==> config.mk <==
export PLATFORM = sky130hd
export DESIGN_NAME = bp_me_prefetch_issue
export DESIGN_NICKNAME = d
export VERILOG_FILES = /design/src/rtl/bp_me_prefetch_issue.sv
export SDC_FILE = /design/constraint.sdc
export NUM_CORES = 1
export LEC_CHECK = 0
export CAP_MARGIN = 20
export CORE_UTILIZATION = 30
export DETAILED_ROUTE_END_ITERATION = 6
export GPL_TIMING_DRIVEN = 0
export PLACE_DENSITY = 0.54
export SETUP_SLACK_MARGIN = 0.02
export SYNTH_ARGS = -nofsm -noshare
export SYNTH_HDL_FRONTEND = slang
export SYNTH_SLANG_ARGS = --single-unit
==> constraint.sdc <==
create_clock -name clk_i -period 4.35 [get_ports clk_i]
set_input_delay 0.435 -clock clk_i [delete_from_list [all_inputs] [get_ports clk_i]]
set_output_delay 0.435 -clock clk_i [all_outputs]
set_load 0.01 [all_outputs]
==> src/rtl/bp_me_prefetch_issue.sv <==
// Prefetch issue stage: arbitrates demand DMA packets against queued offset prefetches
// and tags returning fills. Optional macro BP_ME_PREFETCH_PAGE_CHECK_EN drops page-crossing candidates.
module bp_me_prefetch_issue #(
   parameter int unsigned daddr_width_p        = 28,
   parameter int unsigned lg_offsets_p         = 6,
   parameter int unsigned block_offset_width_p = 6,
   parameter int unsigned page_offset_width_p  = 12,
   parameter int unsigned queue_els_p          = 8,
   parameter int unsigned max_reads_p          = 4,
   parameter int unsigned fill_beats_p         = 4
) (
   input  logic                     clk_i,
   input  logic                     reset_i,
   input  logic [daddr_width_p-1:0] demand_addr_i,
   input  logic                     demand_write_i,
   input  logic                     demand_v_i,
   output logic                     demand_yumi_o,
   input  logic [lg_offsets_p-1:0]  offset_i,
   input  logic                     offset_v_i,
   output logic [daddr_width_p-1:0] dma_addr_o,
   output logic                     dma_write_o,
   output logic                     dma_v_o,
   input  logic                     dma_ready_and_i,
   input  logic                     fill_beat_i,
   output logic                     prefetch_fill_o,
   output logic                     dropped_o
);

   localparam int unsigned QW  = (queue_els_p > 1) ? $clog2(queue_els_p) : 1;
   localparam int unsigned QCW = $clog2(queue_els_p + 1);
   localparam int unsigned RW  = (max_reads_p > 1) ? $clog2(max_reads_p) : 1;
   localparam int unsigned RCW = $clog2(max_reads_p + 1);
   localparam int unsigned BW  = (fill_beats_p > 1) ? $clog2(fill_beats_p) : 1;

   if (page_offset_width_p < block_offset_width_p) begin : g_bad_cfg
      $error("bp_me_prefetch_issue: page_offset_width_p must be >= block_offset_width_p");
   end

   // Pending-prefetch queue
   logic [daddr_width_p-1:0] pq_mem_q [queue_els_p];
   logic [QW-1:0]            pq_head_q, pq_head_d;
   logic [QW-1:0]            pq_tail_q, pq_tail_d;
   logic [QCW-1:0]           pq_cnt_q, pq_cnt_d;
   logic                     pq_empty, pq_full, pq_enq, pq_deq, pq_drop;

   // Read-order FIFO: one bit per outstanding read, 1 = prefetch
   logic [max_reads_p-1:0]   ro_mem_q;
   logic [RW-1:0]            ro_head_q, ro_head_d;
   logic [RW-1:0]            ro_tail_q, ro_tail_d;
   logic [RCW-1:0]           ro_cnt_q, ro_cnt_d;
   logic                     ro_empty, ro_full, ro_push, ro_pop;

   logic [BW-1:0]            beat_q, beat_d;

   logic [daddr_width_p-1:0] last_q, last_d;
   logic [daddr_width_p-1:0] enq_addr_q, enq_addr_d;
   logic                     enq_v_q, enq_v_d;

   logic                     sel_demand, rd_req, xfer, pf_xfer, demand_rd_xfer;
   logic [daddr_width_p-1:0] line_base, off_shift, cand;
   logic                     page_ok, cand_keep;

   assign pq_empty = (pq_cnt_q == '0);
   assign pq_full  = (pq_cnt_q == QCW'(queue_els_p));
   assign ro_empty = (ro_cnt_q == '0);
   assign ro_full  = (ro_cnt_q == RCW'(max_reads_p));

   // Arbitration: demand always wins; reads wait while max_reads_p are outstanding
   always_comb begin
      sel_demand  = demand_v_i;
      rd_req      = sel_demand ? ~demand_write_i : 1'b1;
      dma_v_o     = ~reset_i & (sel_demand | ~pq_empty) & ~(rd_req & ro_full);
      dma_addr_o  = sel_demand ? demand_addr_i : pq_mem_q[pq_head_q];
      dma_write_o = sel_demand & demand_write_i;
      xfer        = dma_v_o & dma_ready_and_i;
      demand_yumi_o  = xfer & sel_demand;
      pf_xfer        = xfer & ~sel_demand;
      demand_rd_xfer = demand_yumi_o & ~demand_write_i;
   end

   always_comb begin
      line_base = {demand_addr_i[daddr_width_p-1:block_offset_width_p],
                   {block_offset_width_p{1'b0}}};
      off_shift = daddr_width_p'(offset_i) << block_offset_width_p;
      cand      = line_base + off_shift;
`ifdef BP_ME_PREFETCH_PAGE_CHECK_EN
      page_ok   = (cand[daddr_width_p-1:page_offset_width_p]
                   == demand_addr_i[daddr_width_p-1:page_offset_width_p]);
`else
      page_ok   = 1'b1;
`endif
      cand_keep = offset_v_i & (offset_i != '0) & (cand != last_q) & page_ok;
   end

   // last_q tracks the candidate as soon as it is accepted, so a back-to-back
   // duplicate is rejected even while the first is still waiting to enqueue.
   always_comb begin
      enq_v_d    = 1'b0;
      enq_addr_d = enq_addr_q;
      last_d     = last_q;
      if (demand_rd_xfer && cand_keep) begin
         enq_v_d    = 1'b1;
         enq_addr_d = cand;
         last_d     = cand;
      end
   end

   always_comb begin
      pq_enq    = enq_v_q;
      pq_deq    = pf_xfer;
      pq_drop   = pq_enq & pq_full & ~pq_deq;
      pq_head_d = pq_head_q;
      pq_tail_d = pq_tail_q;
      pq_cnt_d  = pq_cnt_q;
      if (pq_deq || pq_drop) begin
         pq_head_d = (pq_head_q == QW'(queue_els_p - 1)) ? '0 : pq_head_q + QW'(1);
      end
      if (pq_enq) begin
         pq_tail_d = (pq_tail_q == QW'(queue_els_p - 1)) ? '0 : pq_tail_q + QW'(1);
      end
      case ({pq_enq, pq_deq | pq_drop})
         2'b10:   pq_cnt_d = pq_cnt_q + QCW'(1);
         2'b01:   pq_cnt_d = pq_cnt_q - QCW'(1);
         default: pq_cnt_d = pq_cnt_q;
      endcase
   end

   always_comb begin
      ro_push   = xfer & rd_req;
      ro_pop    = fill_beat_i & ~ro_empty & (beat_q == BW'(fill_beats_p - 1));
      beat_d    = beat_q;
      ro_head_d = ro_head_q;
      ro_tail_d = ro_tail_q;
      ro_cnt_d  = ro_cnt_q;
      if (fill_beat_i && !ro_empty) begin
         beat_d = ro_pop ? '0 : beat_q + BW'(1);
      end
      if (ro_pop) begin
         ro_head_d = (ro_head_q == RW'(max_reads_p - 1)) ? '0 : ro_head_q + RW'(1);
      end
      if (ro_push) begin
         ro_tail_d = (ro_tail_q == RW'(max_reads_p - 1)) ? '0 : ro_tail_q + RW'(1);
      end
      case ({ro_push, ro_pop})
         2'b10:   ro_cnt_d = ro_cnt_q + RCW'(1);
         2'b01:   ro_cnt_d = ro_cnt_q - RCW'(1);
         default: ro_cnt_d = ro_cnt_q;
      endcase
   end

   assign prefetch_fill_o = ~reset_i & ~ro_empty & ro_mem_q[ro_head_q];
   assign dropped_o       = ~reset_i & pq_drop;

   always_ff @(posedge clk_i) begin
      if (reset_i) begin
         pq_head_q  <= '0;
         pq_tail_q  <= '0;
         pq_cnt_q   <= '0;
         ro_head_q  <= '0;
         ro_tail_q  <= '0;
         ro_cnt_q   <= '0;
         beat_q     <= '0;
         last_q     <= '0;
         enq_addr_q <= '0;
         enq_v_q    <= 1'b0;
      end else begin
         pq_head_q  <= pq_head_d;
         pq_tail_q  <= pq_tail_d;
         pq_cnt_q   <= pq_cnt_d;
         ro_head_q  <= ro_head_d;
         ro_tail_q  <= ro_tail_d;
         ro_cnt_q   <= ro_cnt_d;
         beat_q     <= beat_d;
         last_q     <= last_d;
         enq_addr_q <= enq_addr_d;
         enq_v_q    <= enq_v_d;
      end
   end

   // Storage arrays carry no reset; validity comes from the counters above
   always_ff @(posedge clk_i) begin
      if (pq_enq) begin
         pq_mem_q[pq_tail_q] <= enq_addr_q;
      end
      if (ro_push) begin
         ro_mem_q[ro_tail_q] <= ~sel_demand;
      end
   end

`ifndef SYNTHESIS
   always_ff @(posedge clk_i) begin
      if (!reset_i) begin
         assert (!(fill_beat_i && ro_empty))
            else $error("bp_me_prefetch_issue: fill beat with no outstanding read");
      end
   end
`endif

endmodule

==> results.txt, run 1 <==
- Counting flops and latches in the post-synthesis netlist gives between 200 and 250.
- The synthesized design devotes to its leading area cell type 52.3% of total area.
- The share of total power dissipated in the clock network is 44.5%.
* Unrepaired setup endpoints after global routing: false
* Clock latency at the later pin of the worst-skew pair: roughly 0.53 ns
* Synthesis-to-finish area growth: 21.4%
- Summed over all nets, the switching power comes to 1.06 mW.
- Cell row count: 67
- Across all register-to-register paths, the minimum setup slack is 1.30 ns.
* Final wirelength: 24.6 mm
- Data on the critical path is required at its endpoint by 3.91 ns.
- Number of slew-limit violations in the final report: 0
* Internal power summed over all cells: roughly 3.8 mW
* Net count, final: 867
* Critical path peak fanout: 10
* Synthesized instance count: roughly 700
- Startpoint of the worst register-to-register path: pq_cnt_q[0]
- Detailed Routing Iterations Pass 1: 5
- Leading cell type in the layout, fill and taps excluded: edfxtp_1
* Final routed wire length divided by cell count: 19.4 um
- The most used flip-flop cell after synthesis is edfxtp_1.
* Main area contributors after synthesis: edfxtp_1 52%, mux4_2 9.8%, dfxtp_1 8.7%
- Via count of the first global-routing pass: 6148
* Quantity of I/O buffers inserted on ports: 67
- Setup slack on the critical path of the routed design comes to 0.489 ns.
- Starting DRT DRC Count: 484
- Maximum VDD drop: 217 uV
* PwrDens: 387 mW/mm2
* Post-synthesis mux area share: between 10% and 20%
- The synthesized netlist devotes 5.36% of its cell area to compound gates.
- Critical Path Source Type: flip-flop
- Commonest cells after routing, fill and taps aside: 180 x edfxtp_1, 67 x clkdlybuf4s50_1, 46 x mux2i_1
* Clock period minus final worst setup slack: 3.86 ns
* Pin slew with the least headroom to its limit: 1.06 ns
- Minimum hold slack: 0.338 ns
* Num ports: 74
* Pin count of the biggest net entering global routing: 23
- The clock net in this run drives a total of 225 sinks.
- Counting the buffers created by CTS gives 25.
- Clock tree synthesis selected as its root buffer the cell clkbuf_16.
- Die Span Y: 188 um
- DP Wirelength: 16.8 mm
- Worst-path clk slew: 0.06 ns
* Hold Startpoint: demand_addr_i[13]
- Summing the areas of all xor and xnor instances in the mapped netlist gives 4.11% of the synthesized area.
* Via count normalized by instance count: 4.76
- Endpoint, Worst Hold: enq_addr_q[13]
- Count of final setup violators: 0
- Summing over every cut layer, the via total after detailed routing is roughly 6000.
- In this run switching power makes up 21.8% of total power.
* CTS tree: built
- Across the routed clock network, the largest skew measured is 0.0195 ns.
* CTS Buffer Depth: 3
- Async S/R FF share, synth: 0%
- H-tree Lvls: 1
- Across the run, the number of max-cap violations was 0.
- Portion of the clock cycle consumed by the worst path in the final layout: between 80% and 90%
* Worst flop-to-flop path endpoint: pq_cnt_q[3]
- Type of the worst min-delay path: in -> reg
* Gr usage total: approximately 14%
* Global placer's final weighted congestion: around 0.85
- Number of enable flip-flop cells after synthesis: 180
* Count of endpoints failing hold in the final timing report: 0
* Remaining global-route overflow: 0
- Post-synthesis share of cell area spent on and, or, nand and nor gates: 9.51%
* Mapped Area: 0.0103 mm2
* Worst slack after detailed placement: 0.142 ns
* Net count after synthesis: about 770
- Counting instances, the worst hold path has a depth of 3.
- The die is 188 um wide.
* Portion of the post-synthesis area used by sequential elements: 61.0%
- Cells with a size suffix above 1 make up between 10% and 20% of the layout.
- Number of nets with antenna violations after routing: 0
- By area, the combinational part of the netlist is dominated by multiplexers.
* Part of the total power dissipated in sequential elements: 47.9%
- The repair_antennas step left the layout with diodes totalling 0.
* CP arrival: 3.43 ns
- Initial antenna violation count: 0
* Hold buffer count at cts: 0
* Achievable clock frequency: between 200 and 300 MHz
- Count of synthesis-stage warnings from yosys: 0
- The first global-routing pass estimated 37.5 mm of wire.
* Unique masters post-synth: roughly 70
- Initial core utilization: 30.7%
- The region available for standard cell placement spans 0.0337 mm2.
* Path type of the worst setup path: reg -> out
- Drt drc: 0
- Portion of total power attributed to combinational logic: about 7.5%
* Run status: finished, final reports clean
- Kind of end point of the critical path: primary output
* Mean cell area of the mapped netlist: 14.7 um2
- Fillers: around 3200
* Worst-case headroom to the max-slew limit: 29.7%
* Die area: 0.0352 mm2
- In this run the static leakage power is 4.15 nW.
* Dominant cell type by area after synthesis: edfxtp_1
- The synthesized netlist devotes ~3.0% of its cell area to adder and majority cells.
- For the worst flop-to-flop path, the logic depth is 13.
[per-stage QoR]
| stage | TNS (ns) | cells | utilization (%) | area (um2) | power (mW) |
|---|---|---|---|---|---|
| final | 0 | 1270 | 37.2 | 12500 | 4.85 |
| after global routing | 0 | 1270 | 37.2 | 12500 | 5.01 |
| after CTS | 0 | 1268 | 37.1 | 12500 | 4.90 |
| after detailed placement | 0 | 1222 | 34.6 | 11700 | 2.74 |
| after global placement | -4.07 | 1218 | 34.3 | 11600 | 2.74 |
| after floorplan | 0 | 703 | - | 10300 | 2.58 |
[cells in the mapped netlist (2+ instances only)]
master and instances:
nor4_2 3, and2_1 12, nor4_1 3, nor3_1 12
and3_1 2, clkbuf_1 19, or3_1 3, xor2_1 17
buf_6 3, a211oi_1 3, o22ai_1 2, dfxtp_1 45
nor2b_1 5, o211ai_1 2, ha_1 20, o21ai_0 30
nand2_1 45, nand4_1 5, nand2b_1 23, nor3b_1 4
mux4_2 45, inv_1 18, nand3_1 6, xnor2_1 27
buf_1 4, nor2_1 40, fa_1 3, and4_1 3
edfxtp_1 180, a21oi_1 19, buf_2 7, a21o_1 4
mux2i_1 46, a31oi_1 4, nor4b_1 3
[worst max path at each step]
stage / start / endpoint / slack, ns / cells after the start
after floorplan: demand_addr_i[6] / enq_addr_q[7] / 1.13 / 11
after global placement: enq_v_q / pq_mem_q[0][16] / -0.15 / 3
after detailed placement: demand_addr_i[6] / enq_addr_q[7] / 0.14 / 12
after CTS: flip-flop / dma_addr_o[19] / 0.11 / 6
after global routing: flip-flop / dma_addr_o[13] / 0.11 / 6
final: flip-flop / dma_addr_o[13] / 0.49 / 6
[power groups by stage]
stage | Combinational (mW) | Clock (mW) | Sequential [mW]
global route | 0.398 | 2.29 | 2.33
global placement | 0.365 | 0 | 2.37
finish | 0.366 | 2.16 | 2.33
CTS | 0.368 | 2.21 | 2.33
detailed placement | 0.365 | 0 | 2.37
floorplan | 0.215 | 0 | 2.37
[critical path, stage by stage, from the launching register on]
cell and delay [ns]:
dfxtp_1 0.30, clkbuf_1 0.42, clkbuf_1 0.78, mux4_2 0.60, mux2i_1 0.19, o21ai_0 0.10, clkdlybuf4s50_1 0.50
[layer usage]
layer  wire (um)  track usage (%)  vias up  share of wire, %
met2       11800             23.3      125                48
met5           0                0        -                 0
met1       11400             19.2     3016                46
met4         357             3.03        0               1.4
li1            -                -     2875                 -
met3        1100             2.60       26               4.5
[final cells by class]
cell class	instances	area (um2)	share of cell area (%)
Timing Repair Buffer	73	746	5.95
Clock inverter	17	194	1.55
Sequential cell	225	6310	50.3
Inverter	18	67.6	0.539
Clock buffer	29	651	5.19
Buffer	36	189	1.51
Multi-Input combinational cell	424	3830	30.5
Tap cell	448	561	4.47
[sequential cells by signal, summed over array words and instances, names as in the netlist, named ones only]
register    count
beat_q          2
pq_mem_q      176
ro_tail_q       2
ro_mem_q        4
pq_cnt_q        4
enq_addr_q     22
enq_v_q         1
pq_head_q       3
ro_head_q       2
ro_cnt_q        3
pq_tail_q       3
[repair_timing]
action,CTS,global route
endpoints found under the setup margin,0,2
resized for setup,0,3
buffers inserted,0,0
[cell families (layout without fill, tap and decap cells)]
| family | after synthesis | count (layout) |
|---|---|---|
| DFF | 225 | 225 |
| and+or+nand+nor | 180 | 180 |
| muxes | 93 | 93 |
| AOI/OAI and AO/OA | 82 | 82 |
| buffers and inverters | 54 | 173 |
| xor gates and xnor gates | 46 | 46 |
| adders and majority gates | 23 | 23 |
No activity file was read; power rests on OpenSTA's default activity.
==> run 2: changes to the inputs <==
Settings changed: CAP_MARGIN 20 to 30, CORE_ASPECT_RATIO set to 1.1, CTS_CLUSTER_SIZE set to 30.
==> results.txt, run 2 (synthesized netlist as in run 1, its figures left out) <==
- Run status: finished, final reports clean
- Required time worst endpoint: 3.91 ns (about the same)
- The total global-route track usage came to 14.4% (+0.27 points).
* Minimum hold slack: 0.342 ns (+0.00433 ns)
* Drt drc: 0 (unchanged)
- Maximum VDD drop: 220 uV (+1.3%)
- Cell Area, Placed: 0.0117 mm2 (+0.41%)
- The data arrival time of the critical path is 3.37 ns (-0.06 ns).
- The total clock buffers created by CTS came to 24 (-4.0%).
- Worst slack after detailed placement: 0.192 ns (+0.0508 ns)
* Worst flop-to-flop path endpoint: pq_cnt_q[3]
- Initial antenna violation count: 0 (unchanged)
* Leading cell type in the layout, fill and taps excluded: edfxtp_1
- The fmax was 263 MHz (+1.6%).
* Global placer's final weighted congestion: 0.819 (-3.4%)
- The tree is rooted in a clkbuf_16.
* Via count of the first global-routing pass: 6356 (+3.4%)
* Quantity of I/O buffers inserted on ports: 67 (unchanged)
- The placeable core region came to 0.0335 mm2 (-0.46%).
- The clock latency on the worst-skew pair is 0.51 ns (-0.02 ns).
* Clock net sink count: 225 (unchanged)
* Total of max-cap violations: 0 (unchanged)
- The number of diodes added for antenna fixing is 0 (unchanged).
* Resized Gates After CTS: 0 (unchanged)
- The number of hold-slack violations in the final timing report was 0 (unchanged).
- R2R setup slack: 1.29 ns (about the same)
* Global-route wire length before repair: 37.6 mm (+0.15%)
- The largest driver fanout on the critical path is 10 (unchanged).
* Final-layout setup total negative slack: 0 ns (unchanged)
* Count of final setup violators: 0 (unchanged)
- The post-cts hold buffer count is 0 (unchanged).
* Type of the worst min-delay path: in -> reg
* Startpoint of the worst register-to-register path: pq_cnt_q[0]
* Via count normalized by instance count: 4.85 (+2.0%)
- The power density over cell area was 375 mW/mm2 (-3.1%).
- The largest registers in the layout are pq_mem_q x176, enq_addr_q x22.
- After global routing, the most crowded layer is met2.
- Share of final-layout standard cells stronger than drive strength 1: 15.9% (+0.064 points)
- Met3 track demand over resource: 1.97% (-0.63 points)
* Hold Startpoint: demand_addr_i[13]
* Die area: 0.0352 mm2 (about the same)
- Num ports: 74 (unchanged)
* Number of slew-limit violations in the final report: 0 (unchanged)
- The CTS H-tree depth was 1 (unchanged).
- Design area: 0.0125 mm2 (-0.19%)
- Clock period minus final worst setup slack: 3.80 ns (-0.0598 ns)
* Final wirelength: 24.6 mm (-0.34%)
- M2 GR Usage: 23.5% (+0.22 points)
- The die outline height is 197 um (+4.8%).
- Synthesis-to-finish area growth: 21.1%
- The number of DRC markers in iteration 0 is 404 (-17%).
- The final cell utilization of the core came to 37.3% (+0.10 points).
- The total via count after detailed routing is 6100 (+0.96%).
* Final routed wire length divided by cell count: 19.5 um (+0.69%)
- Fin worst setup slack: 0.549 ns (+0.0598 ns)
* CTS tree: built
- Leakage power of the design: 4.15 nW (+0.15%)
- The final critical-path share of the clock period was 87.4% (-1.4 points).
* Fillers: 3200 (-0.50%)
- The relative slew slack is 37.0% (+7.3 points).
- Clock skew after layout: 0.00805 ns (-0.0114 ns)
- Endpoint, Worst Hold: enq_addr_q[13]
- The length of the first detailed-routing pass in iterations was 4 (-1).
- The worst setup path is launched from a flip-flop.
* Pin slew with the least headroom to its limit: 0.943 ns (-0.112 ns)
- Pin count of the biggest net entering global routing: 23 (unchanged)
- The number of standard-cell rows in the floorplan was 70 (+4.5%).
- The instance count along the most critical hold path came to 3 (unchanged).
- The clock-pin slew on the worst setup and hold paths was 0.06 ns (about the same).
* CTS Buffer Depth: 3 (unchanged)
* Number of nets with antenna violations after routing: 0 (unchanged)
* Number of flip-flops under the largest register name: 176 (unchanged)
- The depth of the worst register-to-register path came to 13 (unchanged).
* Global routing met1 resource utilization: 19.5% (+0.27 points)
* Horizontal extent of the die: 179 um (-4.6%)
* Path type of the worst setup path: reg -> out
- The starting density of the core was 30.8% (+0.14 points).
- Net count, final: 871 (+0.46%)
* Unrepaired setup endpoints after global routing: false
- The buffer count from post-CTS setup fixing is 0 (unchanged).
- DP Wirelength: 17.3 mm (+3.2%)
- Remaining global-route overflow: 0 (unchanged)
- Counting flops per register, the top entry is pq_mem_q.
* Kind of end point of the critical path: primary output
- Leaving out fill and tap cells, the most frequent cells in the layout are 180 x edfxtp_1, 67 x clkdlybuf4s50_1, 46 x mux2i_1.
## run 2: changes by cell type in the layout (fill, tap and decap cells not counted), sizes merged
cell,change
clkbuf,+3
buf,+5
clkinvlp,-2
bufinv,-2
clkinv,-1
## run 2: area by class of cell
class | count | area (um2) | share of cell area [%]
Sequential cell | 225 | 6310 | 50.4
Multi-Input combinational cell | 424 | 3830 | 30.6
Timing Repair Buffer | 78 | 813 | 6.50
Clock buffer | 32 | 662 | 5.29
Tap cell | 432 | 541 | 4.32
Buffer | 36 | 188 | 1.50
Clock inverter | 12 | 113 | 0.900
Inverter | 18 | 67.6 | 0.540
## run 2: layer usage
metal | up-vias | wire, um
li1 | 2881 | -
met3 | 48 | 1010
met5 | - | 0
met2 | 124 | 11800
met4 | 0 | 680
met1 | 3047 | 11000
## run 2: how the worst max path moves through the flow
stage	start	end	slack (ns)
after floorplan	demand_addr_i[6]	enq_addr_q[7]	1.13
after global placement	enq_v_q	pq_mem_q[0][13]	-0.24
after detailed placement	demand_addr_i[6]	enq_addr_q[7]	0.19
after CTS	flip-flop	dma_addr_o[27]	0.21
after global routing	flip-flop	dma_addr_o[21]	0.35
final	flip-flop	dma_addr_o[6]	0.55
## run 2: worst max-delay path: stages (launching register included)
cell	delay, ns
dfxtp_1	0.30
clkbuf_1	0.35
clkbuf_1	0.59
mux4_2	0.33
mux2i_1	0.06
o21ai_0	0.54
clkdlybuf4s50_1	0.67
## run 2: metrics by stage
step	power, mW	cells
floorplan	2.58	703
global placement	2.74	1202
detailed placement	2.74	1211
CTS	4.74	1255
global route	4.85	1257
finish	4.69	1257
## run 2: power by group
part | switching, mW | internal, mW | total (mW)
Sequential | 0.0148 | 2.31 | 2.33
Clock | 0.810 | 1.19 | 2.00
Combinational | 0.192 | 0.177 | 0.368
Total | 1.02 | 3.68 | 4.69
==> run 3: changes to the inputs <==
Settings changed: PLACE_DENSITY 0.54 to 0.43.
==> results.txt, run 3 (synthesized netlist as in run 1, its figures left out) <==
- The number of standard-cell rows in the floorplan came to 70 (unchanged).
- The number of diodes added for antenna fixing is 0 (unchanged).
- The data arrival time of the critical path is 4.10 ns (+0.73 ns).
- The longest individual stage delay on the worst path came to 0.50 ns (-0.17 ns).
- The total global-route track usage is 15.3% (+0.95 points).
- Clock net sink count: 225 (unchanged)
- The number of hold-slack violations in the final timing report came to 0 (unchanged).
- The area taken by flip-flops and latches came to 0.00631 mm2 (unchanged).
- The number of design rule violations left after detail routing was 0 (unchanged).
- Vias after detailed routing: 6218 (+1.9%)
* Core utilization of the finished layout: 37.8% (+0.51 points)
* Kind of end point of the critical path: flip-flop
* Die area: 0.0352 mm2 (unchanged)
* Required time worst endpoint: 4.77 ns (+0.86 ns)
- Commonest cells after routing, fill and taps aside: 180 x edfxtp_1, 67 x clkdlybuf4s50_1, 46 x mux2i_1
- Run status: finished, final reports clean
- Detailed Routing Iterations Pass 1: 4 (unchanged)
- Num CTS Buffers: 26 (+8.3%)
- The number of global-route vias before repair was 6500 (+2.3%).
* Count of buffers added by post-CTS timing repair for setup: 0 (unchanged)
* Minimum hold slack: 0.349 ns (+0.00679 ns)
* Critical Path Source Type: primary input
- Global placer's final weighted congestion: 0.849 (+3.7%)
- Hold Startpoint: demand_addr_i[13]
- Register containing the most flip-flops in the final layout: pq_mem_q
- CTS tree: built
- The final setup skew came to 0.0175 ns (+0.00943 ns).
- The remaining number of nets flagged by the antenna check after routing came to 0 (unchanged).
- The relative slew slack is 33.0% (-3.9 points).
- The library cell used most frequently in the layout, excluding fill and tap cells, is edfxtp_1.
* Number of slew-limit violations in the final report: 0 (unchanged)
- The CTS H-tree depth came to 1 (unchanged).
- PwrDens: 385 mW/mm2 (+2.7%)
* DP Wirelength: 18.5 mm (+7.0%)
* Hold buffer count at cts: 0 (unchanged)
* Fin worst setup slack: 0.673 ns (+0.124 ns)
- Fillers: 3145 (-1.7%)
- The shortest clock period the worst path allows after layout came to 3.68 ns (-0.124 ns).
- Pin count of the biggest net entering global routing: 23 (unchanged)
* Starting DRT DRC Count: 367 (-9.2%)
- The worst hold path belongs to the class in -> reg.
* Final routed wire length divided by cell count: 20.8 um (+6.4%)
- Critical path peak fanout: 10 (unchanged)
* Clock latency at the later pin of the worst-skew pair: 0.53 ns (+0.02 ns)
* Final wirelength: 26.2 mm (+6.9%)
* Num ports: 74 (unchanged)
- Beginning of the critical path: offset_i[0]
- Horizontal extent of the die: 179 um (unchanged)
* Startpoint of the worst register-to-register path: pq_cnt_q[0]
- Quantity of I/O buffers inserted on ports: 67 (unchanged)
- The clock-pin slew on the worst setup and hold paths is 0.06 ns (about the same).
- Worst slack after detailed placement: 0.167 ns (-0.0253 ns)
* Core Box Area: 0.0335 mm2 (unchanged)
- Slowest cell on crit path: clkdlybuf4s50_1
- Path type of the worst setup path: in -> reg
- Die Span Y: 197 um (unchanged)
- Net count, final: 875 (+0.46%)
- The routed via count divided by cell count is 4.92 (+1.5%).
- Total power of the final layout: 4.89 mW (+4.1%)
* Portion of the clock cycle consumed by the worst path in the final layout: 84.5% (-2.8 points)
- The fmax was 272 MHz (+3.4%).
- Largest registers ranked by flip-flop count: pq_mem_q x176, enq_addr_q x22
- Setup repair after global routing left no endpoint under its margin.
- Count of final setup violators: 0 (unchanged)
- Number of flip-flops under the largest register name: 176 (unchanged)
- Synthesis-to-finish area growth: 22.8%
- Global-route wire length before repair: 39.7 mm (+5.7%)
- The starting density of the core came to 30.8% (unchanged).
- Initial antenna violation count: 0 (unchanged)
* Leakage power of the design: 4.21 nW (+1.5%)
- Share of final-layout standard cells stronger than drive strength 1: 16.5% (+0.61 points)
* Ordered cell list for the critical path: clkdlybuf4s50_1 > ha_1 > fa_1 > a21o_1 > a221oi_4 > nor4_2 > xnor2_1 > a211oi_1 > nor4b_1 > a31o_4 > buf_12 > mux2_4
* Clock root buffer: clkbuf_16
- The count of maximum capacitance violations is 0 (unchanged).
- Pin slew with the least headroom to its limit: 1.00 ns (+0.0588 ns)
* Remaining global-route overflow: 0 (unchanged)
* Resized Gates After CTS: 0 (unchanged)
* Maximum VDD drop: 260 uV (+18%)
- CTS Buffer Depth: 3 (unchanged)
* Area used by multi-input combinational logic: 0.00383 mm2 (unchanged)
[run 3: cell count changes in the layout (fill, tap and decap cells not counted), moves of 3 or more]
cell | previous run | this run
clkinv_2 | 8 | 4
clkinvlp_4 | 0 | 3
clkbuf_1 | 25 | 22
clkinv_1 | 1 | 4
clkbuf_16 | 25 | 28
[run 3: cell type report]
cell class,instances,share of cell area [%]
well taps,432,4.26
clock inverters,14,0.996
inverters,18,0.532
clock buffers,34,5.94
plain buffers,36,1.48
multi-input cells,424,30.2
flip-flops and latches,225,49.7
repair buffers,80,6.94
[run 3: worst max-delay path: cells and delay by family]
kind,cells,cell delay (ns)
buffers and inverters,2,0.65
and+or+nand+nor,2,0.55
AOI/OAI and AO/OA,4,1.28
xor gates and xnor gates,1,0.17
muxes,1,0.30
adders and majority gates,2,0.69
[run 3: worst paths after layout]
check | end | slack, ns | cells after the start
worst max-delay path | enq_addr_q[7] | 0.67 | 12
worst min-delay path | enq_addr_q[13] | 0.35 | 3
worst max register to register | pq_cnt_q[3] | 1.23 | 13
worst min register to register | ro_head_q[1] | 0.48 | 2
[run 3: layer usage]
layer | up-vias | share of wire, % | wire length [um] | global-route usage (%)
li1 | 2894 | - | - | -
met1 | 3165 | 43 | 11200 | 19.6
met4 | 0 | 1.3 | 340 | 3.61
met2 | 133 | 52 | 13600 | 26.9
met3 | 26 | 4.2 | 1100 | 2.28
met5 | - | 0 | 0 | 0
[run 3: report_power, final]
part / switching [mW] / leakage (nW) / internal [mW]
logic: 0.193 / 1.78 / 0.177
clock network: 0.854 / 0.425 / 1.34
registers: 0.0150 / 2.01 / 2.31
[run 3: stage by stage]
step / area (um2) / std cells / TNS (ns)
global placement: 11500 / 1202 / -15.03
CTS: 12700 / 1262 / 0
floorplan: 10300 / 703 / 0
detailed placement: 11800 / 1214 / 0
global route: 12700 / 1263 / 0
finish: 12700 / 1263 / 0
